$ cat config.mk
export PLATFORM = sky130hd
export DESIGN_NAME = turbo_iter_ctrl
export DESIGN_NICKNAME = d
export VERILOG_FILES = /design/src/rtl/turbo_iter_ctrl.sv
export SDC_FILE = /design/constraint.sdc
export NUM_CORES = 1
export LEC_CHECK = 0
export BUFFER_PORTS_ARGS = -buffer_cell sky130_fd_sc_hd__buf_2
export CAP_MARGIN = 20
export CORE_UTILIZATION = 59
export CTS_CLUSTER_SIZE = 30
export DETAILED_ROUTE_END_ITERATION = 12
export PLACE_DENSITY = 0.82
export RECOVER_POWER = 50
export SYNTH_ARGS = -nofsm -noshare
export SYNTH_HDL_FRONTEND = slang
export SYNTH_SLANG_ARGS = --single-unit
$ cat constraint.sdc
create_clock -name clk_i -period 5.17 [get_ports clk_i]
set_input_delay 1.034 -clock clk_i [delete_from_list [all_inputs] [get_ports clk_i]]
set_output_delay 1.034 -clock clk_i [all_outputs]
set_load 0.02 [all_outputs]
$ cat src/rtl/turbo_iter_ctrl.sv
// turbo_iter_ctrl: time-shares one SISO core between natural/interleaved half-iterations and owns the extrinsic RAM.
// Define EARLY_STOP_EN to stop once two consecutive SISO2 passes produce identical hard decisions.
module turbo_iter_ctrl #(
    parameter int DATA_W   = 10,
    parameter int EXT_W    = 7,
    parameter int BLK_LEN  = 7,
    parameter int IDX_W    = 3,
    parameter int STRIDE   = 3,
    parameter int MAX_ITER = 8
) (
    input  logic              clk_i,
    input  logic              rst_n_i,
    input  logic              start_i,
    input  logic [3:0]        n_iter_i,
    output logic              busy_o,
    output logic              siso_start_o,
    output logic              siso_half_o,
    output logic              siso_rd_en_o,
    output logic [IDX_W-1:0]  siso_idx_o,
    output logic [EXT_W-1:0]  siso_ext_o,
    input  logic              siso_done_i,
    input  logic              siso_llr_valid_i,
    input  logic [DATA_W-1:0] siso_llr_i,
    output logic              dec_valid_o,
    output logic [IDX_W-1:0]  dec_idx_o,
    output logic              dec_bit_o,
    output logic              done_o,
    output logic [3:0]        iter_o
);
    typedef enum logic [2:0] {IDLE, FEED, WAIT, COLLECT, FIN} state_t;
    localparam logic signed [DATA_W:0] SAT_HI = (DATA_W+1)'(2**(EXT_W-1)-1);
    localparam logic signed [DATA_W:0] SAT_LO = ~SAT_HI;

    state_t state, state_nx;
    logic [3:0] n_iter, iter, iter_nx, iter_d;
    logic half, acc, step, last, stop, dec_pass;
    logic [IDX_W-1:0] k, a, a_nx, idx, idx_d;
    logic [IDX_W:0] a_sum;
    logic signed [EXT_W-1:0] ext_mem [BLK_LEN];
    logic signed [EXT_W-1:0] ext_apr, ext_new;
    logic signed [DATA_W:0] diff;
    logic [EXT_W-1:0] ext_d;
    logic start_d, rd_en_d, dec_valid_d, done_d, busy_d;

    // a walks pi(k) = k*STRIDE mod BLK_LEN without a multiplier
    assign a_sum   = {1'b0, a} + (IDX_W+1)'(STRIDE);
    assign a_nx    = (a_sum >= (IDX_W+1)'(BLK_LEN)) ? IDX_W'(a_sum - (IDX_W+1)'(BLK_LEN)) : IDX_W'(a_sum);
    assign idx     = half ? a : k;
    assign acc     = (state == COLLECT) && siso_llr_valid_i;
    assign step    = (state == FEED) || acc;
    assign last    = step && (k == IDX_W'(BLK_LEN-1));
    assign iter_nx = iter + 4'd1;
    // the first half-pass treats the RAM as all-zero a-priori, so stale contents never leak in
    assign ext_apr = (iter == 4'd0 && !half) ? '0 : ext_mem[idx];
    assign diff    = {siso_llr_i[DATA_W-1], siso_llr_i} - {{(DATA_W+1-EXT_W){ext_apr[EXT_W-1]}}, ext_apr};
    assign ext_new = (diff > SAT_HI) ? {1'b0, {(EXT_W-1){1'b1}}} :
                     (diff < SAT_LO) ? {1'b1, {(EXT_W-1){1'b0}}} : diff[EXT_W-1:0];
    assign siso_half_o = half;

`ifdef EARLY_STOP_EN
    logic [BLK_LEN-1:0] hard_cur, hard_prev, hard_nx;
    always_comb begin
        hard_nx      = hard_cur;
        hard_nx[idx] = ~siso_llr_i[DATA_W-1];
    end
    assign stop     = (iter_nx == n_iter) || (iter_nx >= 4'd2 && hard_nx == hard_prev);
    assign dec_pass = half;
    always_ff @(posedge clk_i or negedge rst_n_i) begin
        if (!rst_n_i) begin
            hard_cur  <= '0;
            hard_prev <= '0;
        end else if (acc && half) begin
            hard_cur <= hard_nx;
            if (last) hard_prev <= hard_nx;
        end
    end
`else
    assign stop     = iter_nx == n_iter;
    assign dec_pass = half && stop;
`endif

    always_ff @(posedge clk_i or negedge rst_n_i) begin
        if (!rst_n_i) state <= IDLE;
        else state <= state_nx;
    end

    always_comb begin
        state_nx = state;
        case (state)
            IDLE:    if (start_i) state_nx = FEED;
            FEED:    if (last) state_nx = WAIT;
            WAIT:    if (siso_done_i) state_nx = COLLECT;
            COLLECT: if (last) state_nx = (half && stop) ? FIN : FEED;
            default: state_nx = IDLE;
        endcase
    end

    always_comb begin
        rd_en_d     = state == FEED;
        start_d     = (state == FEED) && (k == '0);
        idx_d       = (state == FEED) ? idx : '0;
        ext_d       = (state == FEED) ? ext_apr : '0;
        dec_valid_d = acc && dec_pass;
        done_d      = state == FIN;
        busy_d      = (state == IDLE) ? start_i : (state != FIN);
        iter_d      = done_d ? iter : iter_o;
    end

    always_ff @(posedge clk_i or negedge rst_n_i) begin
        if (!rst_n_i) begin
            {siso_start_o, siso_rd_en_o, dec_valid_o, dec_bit_o, done_o, busy_o} <= '0;
            siso_idx_o <= '0;
            siso_ext_o <= '0;
            dec_idx_o  <= '0;
            iter_o     <= '0;
        end else begin
            siso_start_o <= start_d;
            siso_rd_en_o <= rd_en_d;
            siso_idx_o   <= idx_d;
            siso_ext_o   <= ext_d;
            dec_valid_o  <= dec_valid_d;
            dec_idx_o    <= idx;
            dec_bit_o    <= ~siso_llr_i[DATA_W-1];
            done_o       <= done_d;
            busy_o       <= busy_d;
            iter_o       <= iter_d;
        end
    end

    always_ff @(posedge clk_i or negedge rst_n_i) begin
        if (!rst_n_i) begin
            n_iter <= '0;
            iter   <= '0;
            half   <= 1'b0;
            k      <= '0;
            a      <= '0;
        end else begin
            if (state == IDLE && start_i) begin
                n_iter <= (n_iter_i == 4'd0) ? 4'd1 : (n_iter_i > 4'(MAX_ITER)) ? 4'(MAX_ITER) : n_iter_i;
                iter   <= '0;
                half   <= 1'b0;
            end
            if (step) begin
                k <= last ? '0 : k + 1'b1;
                a <= last ? '0 : a_nx;
            end
            if (state == COLLECT && last) begin
                half <= ~half;
                if (half) iter <= iter_nx;
            end
        end
    end

    always_ff @(posedge clk_i) begin
        if (acc) ext_mem[idx] <= ext_new;
    end
endmodule
---- Word level (Yosys, flattened, before mapping) ----
Memories as Yosys holds them, arrays and structs flattened.
Index checks and enable logic that the tools add are counted.
storage, ports and cells
  memories kept ........................... 1
  memory bits (writable) .................. 49
  bits of input ports ..................... 19
  bits in latches ......................... 0
  register bits after elaboration ......... 41
  output and inout bits ................... 24
  word-level logic and storage cells ...... 80
  memory bits (read-only) ................. 0
memory list
  name     depth  bits a word  read ports  clocked after memory_dff  write ports  line  source
  ext_mem  7      7            1           0                         1            39    logic signed [EXT_W-1:0] ext_mem [BLK_LEN];
operators by class
  add/subtract/negate cells ............... 5
  eq/ne operators ......................... 11
  shift operators ......................... 0
  order comparisons ....................... 4
  div/mod/pow operators ................... 0
  $mul .................................... 0
  multiplexer cells ....................... 25
  bitwise logic cells ..................... 2
  reduce and logical (&&, ||, !) cells .... 16
operator list
  operator                                                                              count
  3-bit 2-to-1 mux                                                                      10
  7-bit 2-to-1 mux                                                                      4
  4-bit 2-to-1 mux                                                                      5
  3-bit one-hot mux with 4 select lines                                                 1
  11-bit by 7-bit greater-than comparator with 1-bit output (second input constant)     1
  11-bit by 7-bit < comparator with 1-bit output (second input constant)                1
  10-bit by 7-bit subtractor with 11-bit output                                         1
  1-bit logical AND                                                                     8
  4-bit zero test                                                                       2
  2-bit inequality test (second input constant)                                         4
  3-bit by 2-bit == test with 1-bit output (second input constant)                      2
  3-bit == test (second input constant)                                                 2
  3-bit zero test                                                                       2
  1-bit 2-to-1 mux                                                                      5
  3-bit by 2-bit adder with 4-bit output (second input constant)                        1
  4-bit by 1-bit adder with 4-bit output (second input constant)                        1
  4-bit == test                                                                         1
  4-bit by 3-bit greater-or-equal comparator with 1-bit output (second input constant)  1
  4-bit greater-than comparator (second input constant)                                 1
  4-bit AND reduction                                                                   1
  3-bit by 1-bit adder with 3-bit output (second input constant)                        1
  3-bit by 1-bit == test with 1-bit output (second input constant)                      1
  3-bit inequality test (second input constant)                                         1
  3-bit subtractor (second input constant)                                              1
  other kinds (4)                                                                       5

---- Logic depth before layout (Yosys ltp) ----
Gate-level depths: netlist of run 1.
  word-level depth ........................ 7
  gate-level depth with buffers ........... 18
  gate-level depth less buffers ........... 16

---- Least setup slack after synthesis of run 1 ----
No wires, ideal clock.
  path type ............................... register -> register
  start point ............................. register half (netlist: siso_half_o)
  end point ............................... memory ext_mem[0][5], data pin
  required time ........................... 4921 ps
  arrival time ............................ 3486 ps
  setup slack ............................. 1435 ps
  clock period less this slack ............ 3735 ps
  library setup time ...................... 249 ps
  cell stages (with the launch flop) ...... 17
  buffers on the path ..................... 2
  cells stage by stage .................... dfrtp_1 buf_6 mux2i_2 buf_2 o22ai_1 a22oi_1 o21ai_1 nor2_1 ha_1 inv_1 fa_1 a211oi_1 o21ai_1 o221a_2 o21ai_1 nor4_1 nor3_1
on the way
  word-level cells in the longest chain between the ends .. 7
  elaborated cells between the ends (all ways) .. 10
  classes of those cells .................. 1 x add/sub; 2 x order compare; 4 x mux; 2 x reduce/logical; 1 x memory
ends and longest elaborated chain
  item                                                        line    source
  from (decl)                                                 36      logic half, acc, step, last, stop, dec_pass;
  from (signal assigned)                                      148     half <= ~half;
  3-bit 2-to-1 mux or 1-bit zero test (tied branches)         48, 54
  memory read 7 x 7 bit or 1-bit logical AND (tied branches)  -
  7-bit 2-to-1 mux *                                          54      assign ext_apr = (iter == 4'd0 && !half) ? '0 : ext_mem[idx];
  10-bit by 7-bit subtractor with 11-bit output *             55      assign diff = {siso_llr_i[DATA_W-1], siso_llr_i} - {{(DATA_W+1-EXT_W){ext_apr[EXT_W-1]}}, ext_apr};
  11-bit by 7-bit < comparator with 1-bit output              57      (diff < SAT_LO) ? {1'b1, {(EXT_W-1){1'b0}}} : diff[EXT_W-1:0];
  7-bit 2-to-1 mux                                            57
  7-bit 2-to-1 mux *                                          56      assign ext_new = (diff > SAT_HI) ? {1'b0, {(EXT_W-1){1'b1}}} :
  net ext_new[5]                                              40      logic signed [EXT_W-1:0] ext_apr, ext_new;
  to (decl)                                                   39
Mark *: on every way through the listed nets, which the timed path passes. The rest lies on a longest branch.

---- Final worst setup path of run 1 ----
  start point ............................. register half (netlist: siso_half_o)
  end point ............................... memory ext_mem[3][2], data pin
The elaborated chain is that of the path after synthesis.

==> results.tsv, run 1 <==
metric	value	unit
Seq/Total Area, Yosys	58.1	%
wire length per cell	17.2	microns
Longest Clk Path Bufs	2	
Switching Fraction	43.9	%
final setup TNS	0	ns
WHS Endpoint	state[1]	
period utilization	86.5	%
Hold Vio Cnt, Final	0	
RSZ-0062 raised after global routing	false	
port bufs	42	
Gate power share	51.0	%
Total Power	3.60	mW
peak supply drop	0.000601	V
HP Start	state[2]	
static leakage	1.91	nW
R2R Path Start	siso_half_o	
smallest hold slack	0.483	ns
Setup Viol. Count Final	0	
hold path depth	1	
DR iter-0 viols	210	
asr flop ratio synth	45.6	%
I/O pins	43	
Core Region	6910	sq um
DR pass1 iterations	5	
Area growth syn-to-layout	11.2	%
Filler cells	544	
Synth Area per Inst	11.5	sq um
run status	finished with violations	
multi-input combinational cell area	1650	sq um
synth unique cells	61	
CTS root buffer	clkbuf_8	
# diodes	0	
Die Area	7630	sq um
via count	3042	
fin nets	454	
clk sink count	90	
Clk pin slew, worst setup/hold paths	0.09	ns
Internal Power	2.02	mW
largest net degree at the start of global routing	42	
sequential cell area	2500	sq um
GPL Wtd Cong	0.900	
Post-DRT Antenna Nets	0	
Clock Skews	0.0102	ns
maximum clock frequency	224	MHz
Die H	87.4	microns
Tmin final	4.47	ns
worst skew pair latency	0.36	ns
initial antenna violation count	0	
pwr/cell area	753	nW/um^2
hold_buf cts	0	
Global Route Usage Sum	25.7	%
Sequential Power Share	34.2	%
Initial Util	62.3	%
R2R Setup Slk	0.70	ns
Reg-to-Reg End	ext_mem[3][2]	
drc violations	0	
power share of the clock group	14.8	%
DP HPWL	6.37	mm
max-slew violation count	42	
Worst Hold Class	reg -> reg	
top_reg_cell synth	edfxtp_1	
Syn. warnings	0	
critical path type	reg -> reg	
number of enable flip-flop cells after synthesis	49	
actual slew at the worst max-slew pin	2.14	ns
WP data arrival	4.55	ns
# resized after CTS	0	
Slew HR	-42.5	%
total routed wirelength	8.92	mm
Die Wd	87.4	microns
layout cells sized above 1	13.9	%
Netlist Area Pre-Place	4300	sq um
Synth Net Count	409	
Crit Path Max Fanout	15	
switching power	1.58	mW
CTS buffer count	9	
setup bufs post-CTS	0	
crit end category	flop	
Synth Register Bits	90	
synthesized netlist cell count	373	
maxcap violations	1	
H-tree depth	3	
vias per cell	5.86	
first-pass GRT wire length	14.3	mm
Startpoint Class	flop	
WP data required	5.25	ns
CTS tree	yes	
row count	30	
failing checks	max-capacitance violations, max-slew violations	
Worst R2R Path Depth	17	
GR Overflow Total	0	
number of global-route vias before repair	2889	
==> critical path, cell delays in order (launching register included) <==
cell      delay (ns)
dfrtp_1         0.62
mux2i_2         0.26
buf_4           0.24
inv_2           0.16
nand2_1         0.16
nor2_1          0.05
a31oi_1         0.19
o21ai_1         0.13
nor2_1          0.13
ha_1            0.20
inv_1           0.06
fa_1            0.42
a211oi_1        0.24
o21ai_1         0.15
o221a_2         0.28
o21ai_1         0.27
o31ai_2         0.13
a21oi_1         0.49
==> routing by layer <==
layer  vias to the layer above  track usage, %  part of all wire, %  routed length [microns]
met5                         -               0                    0                        0
met4                         0            10.1                  2.3                      201
met3                        21            7.20                  6.3                      558
met2                       112            42.7                   50                     4430
met1                      1467            31.7                   42                     3730
li1                       1442               -                    -                        -
==> worst max-delay path by stage <==
stage | startpoint | end | slack (ns)
2_1_floorplan | siso_half_o | ext_mem[0][5] | 1.43
3_3_place_gp | siso_half_o | ext_mem[5][2] | 0.99
3_5_place_dp | siso_half_o | ext_mem[1][2] | 0.83
4_1_cts | siso_half_o | ext_mem[3][2] | 0.76
5_1_grt | siso_half_o | ext_mem[6][5] | 0.31
6_report | siso_half_o | ext_mem[3][2] | 0.70
==> cell families (layout without fill, tap and decap cells) <==
family / count (synthesis) / in the layout / share of synthesized area, %
multiplexers: 13 / 13 / 3.90
AND/OR/NAND/NOR: 122 / 122 / 13.1
AO/OA/AOI/OAI: 82 / 82 / 13.0
buffers and inverters: 33 / 83 / 3.55
adder cells (fa/ha/maj): 17 / 17 / 5.12
flip-flops: 90 / 90 / 58.1
XOR/XNOR: 16 / 16 / 3.26
==> power groups by stage <==
| stage | clock, mW | combinational [mW] | sequential [mW] |
|---|---|---|---|
| 6_report | 0.532 | 1.84 | 1.23 |
| 2_1_floorplan | 0 | 1.36 | 1.26 |
| 3_5_place_dp | 0 | 1.82 | 1.25 |
| 4_1_cts | 0.543 | 1.83 | 1.23 |
| 3_3_place_gp | 0 | 1.76 | 1.24 |
| 5_1_grt | 0.567 | 2.02 | 1.25 |
==> cells in the mapped netlist, types with 3 or more instances <==
cell type	n	area, sq um
nand3_1	16	80.1
buf_2	6	30.0
mux2_2	6	67.6
inv_1	17	63.8
edfxtp_1	49	1470
ha_1	16	200
a21oi_1	16	80.1
nor3_1	3	15.0
nand4_1	4	25.0
nand2_1	42	158
nand3b_1	3	22.5
xor2_1	7	61.3
o21ai_1	9	45.0
nor2_1	36	135
mux2i_1	3	30.0
xnor2_1	9	78.8
dfrtp_1	41	1030
o21ai_0	15	75.1
o22ai_1	9	56.3
a21o_1	3	22.5
a31oi_1	4	25.0
clkbuf_1	4	15.0
==> per-stage QoR <==
| stage | instances | worst slack, ns | utilization, % | area [sq um] |
|---|---|---|---|---|
| 3_3_place_gp | 503 | 0.990 | 66.5 | 4590 |
| 4_1_cts | 519 | 0.759 | 69.7 | 4820 |
| 5_1_grt | 519 | 0.315 | 69.2 | 4780 |
| 6_report | 519 | 0.696 | 69.2 | 4780 |
| 3_5_place_dp | 503 | 0.835 | 66.5 | 4590 |
| 2_1_floorplan | 373 | 1.43 | - | 4300 |
==> cell usage in the layout (no fill, tap or decap), drive strengths merged, types with 9 or more instances in the layout <==
| master | netlist | routed |
|---|---|---|
| edfxtp | 49 | 49 |
| nand2 | 42 | 42 |
| dfrtp | 41 | 41 |
| nor2 | 37 | 37 |
| clkbuf | 4 | 35 |
| o21ai | 24 | 24 |
| inv | 20 | 23 |
| buf | 9 | 21 |
| a21oi | 16 | 16 |
| nand3 | 16 | 16 |
| ha | 16 | 16 |
| o22ai | 9 | 9 |
| xnor2 | 9 | 9 |
==> sequential cells by signal (all words and copies together) (netlist names) <==
signal	flops
dec_bit_o	1
iter	4
iter_o	4
busy_o	1
a	3
siso_ext_o	7
done_o	1
siso_idx_o	3
n_iter	4
siso_start_o	1
dec_valid_o	1
dec_idx_o	3
siso_rd_en_o	1
siso_half_o	1
state	3
k	3
ext_mem	49
==> area by class of cell <==
cell class                      instances  area share, %
Multi-Input combinational cell        250           34.5
Clock buffer                            9           2.59
Sequential cell                        90           52.2
Timing Repair Buffer                   47           4.45
Tap cell                               96           2.51
Inverter                               20           1.62
Clock inverter                          7           2.09
Note: power is estimated with default switching activity, not from simulation.
==> run 2, diff against run 1 <==
--- a/config.mk
+++ b/config.mk
@@ -8,9 +8,10 @@
 export BUFFER_PORTS_ARGS = -buffer_cell sky130_fd_sc_hd__buf_2
 export CAP_MARGIN = 20
-export CORE_UTILIZATION = 59
+export CORE_UTILIZATION = 63
 export CTS_CLUSTER_SIZE = 30
 export DETAILED_ROUTE_END_ITERATION = 12
-export PLACE_DENSITY = 0.82
+export PLACE_DENSITY = 0.86
 export RECOVER_POWER = 50
+export SKIP_LAST_GASP = 1
 export SYNTH_ARGS = -nofsm -noshare
 export SYNTH_HDL_FRONTEND = slang
==> constraint.sdc (replaced) <==
create_clock -name clk_i -period 5.8 [get_ports clk_i]
set_input_delay 0.29 -clock clk_i [delete_from_list [all_inputs] [get_ports clk_i]]
set_output_delay 0.29 -clock clk_i [all_outputs]
set_load 0.02 [all_outputs]
==> results.tsv, run 2 (synthesized netlist as in run 1, its figures left out) <==
metric	value	unit	change
run status	finished with violations		
failing checks	max-capacitance violations, max-slew violations		
drc violations	0		unchanged
crit path from	siso_half_o		
WP data arrival	5.19	ns	+0.64 ns
period utilization	88.2	%	+1.7 points
Longest Clk Path Bufs	2		unchanged
Biggest register	ext_mem		
number of global-route vias before repair	2979		+3.1%
area of placed instances	4550	sq um	-0.84%
largest net degree at the start of global routing	42		unchanged
Area growth syn-to-layout	9.31	%	
Slew HR	-41.6	%	+0.94 points
Die Wd	84.6	microns	-3.2%
H-tree depth	3		unchanged
# resized after CTS	0		unchanged
peak supply drop	0.000531	V	-12%
setup bufs post-CTS	0		unchanged
via count	3143		+3.3%
I/O pins	43		unchanged
HP Start	siso_llr_i[9]		
Global Route Usage Sum	27.9	%	+2.3 points
worst skew pair latency	0.36	ns	about the same
multi-input combinational cell area	1650	sq um	unchanged
max-slew violation count	42		unchanged
Total Power	3.14	mW	-13%
Filler cells	476		-13%
Die Area	7160	sq um	-6.2%
port bufs	42		unchanged
hold_buf cts	0		unchanged
maxcap violations	1		unchanged
pwr/cell area	668	nW/um^2	-11%
Core Region	6460	sq um	-6.5%
fin nets	452		-0.44%
total routed wirelength	9.33	mm	+4.6%
Tmin final	5.12	ns	+0.644 ns
Initial Util	66.6	%	+4.3 points
wire length per cell	18.7	microns	+9.0%
Die H	84.6	microns	-3.2%
Clk pin slew, worst setup/hold paths	0.10	ns	about the same
commonest non-fill, non-tap cell in the layout	edfxtp_1		
max FFs per register	49		unchanged
critical path type	reg -> reg		
CTS tree	yes		
first-pass GRT wire length	14.9	mm	+3.7%
Finished Cell Area	4700	sq um	-1.7%
Post-DRT Antenna Nets	0		unchanged
row count	29		-3.3%
CTS root buffer	clkbuf_8		
DR iter-0 viols	244		+16%
actual slew at the worst max-slew pin	2.12	ns	-0.0141 ns
most frequent cells in the layout	49 x edfxtp_1, 42 x nand2_1, 41 x dfrtp_1		
Clock Skews	0.0156	ns	+0.00543 ns
Final Util	72.8	%	+3.5 points
layout cells sized above 1	12.6	%	-1.4 points
worst setup margin	0.682	ns	-0.0135 ns
static leakage	1.86	nW	-2.2%
Setup Viol. Count Final	0		unchanged
Crit Path Max Fanout	15		unchanged
DR pass1 iterations	7		+2
Startpoint Class	flop		
initial antenna violation count	0		unchanged
CTS buffer count	9		unchanged
# diodes	0		unchanged
clk sink count	90		unchanged
GPL Wtd Cong	0.963		+7.0%
DP HPWL	6.45	mm	+1.3%
maximum clock frequency	195	MHz	-13%
crit end category	flop		
sequential cell area	2500	sq um	unchanged
R2R Path Start	siso_half_o		
final setup TNS	0	ns	unchanged
Worst Hold Class	in -> reg		
Largest regs	ext_mem: 49 flops, siso_ext_o: 7 flops		
Setup WS pre-CTS	1.25	ns	+0.416 ns
Hold Vio Cnt, Final	0		unchanged
RSZ-0062 raised after global routing	false		
vias per cell	6.31		+7.7%
WP data required	5.88	ns	+0.63 ns
GR Overflow Total	0		unchanged
[run 2: changes by cell type in the layout (fill, tap and decap cells not counted), sizes merged]
cell	delta
buf	-4
clkinv	-1
clkinvlp	+3
bufinv	-2
inv	-2
clkbuf	+4
[run 2: per-layer routing]
layer  track usage (%)  vias to the layer above  wire length, microns
li1                  -                     1437                     -
met1              34.9                     1509                  3660
met2              46.2                      163                  4580
met3              6.78                       34                   747
met4              13.3                        0                   345
met5                 0                        -                     0
[run 2: layout make-up]
cell class              instances  share of cell area (%)
flip-flops and latches         90                    53.1
multi-input cells             250                    35.1
repair buffers                 45                    4.10
clock buffers                  11                    3.25
well taps                      77                    2.05
inverters                      20                    1.62
clock inverters                 5                   0.745
[run 2: worst paths after layout]
path	slack, ns	to	cells past startpoint
min reg2reg	0.48	state[1]	1
max in group asynchronous	4.05	iter[1]	1
min	0.12	dec_bit_o	2
min in group asynchronous	0.54	dec_bit_o	1
max	0.68	ext_mem[0][5]	13
max reg2reg	0.68	ext_mem[0][5]	13
[run 2: where the power goes]
part	switching [mW]	leakage, nW	internal [mW]	total [mW]
clock network	0.223	0.0914	0.183	0.406
logic	1.10	0.804	0.537	1.63
registers	0.100	0.969	1.00	1.10
[run 2: worst max-delay path, cell delays in order (launching register included)]
cell and delay (ns):
dfrtp_1 0.64, mux2i_4 0.58, clkinvlp_2 0.61, mux2_1 0.49, o221ai_1 0.17, o21ai_1 0.11, o311ai_1 0.17, ha_1 0.36
o211ai_1 0.13, o21ai_1 0.34, o221a_2 0.29, a2bb2oi_2 0.25, a31oi_2 0.14, nor3_1 0.55
[run 2: per-stage QoR]
| stage | hold WS, ns | instances |
|---|---|---|
| after floorplan | -0.00559 | 373 |
| after global placement | 0.453 | 482 |
| after detailed placement | 0.459 | 482 |
| after CTS | 0.0641 | 498 |
| after global routing | 0.126 | 498 |
| final | 0.124 | 498 |
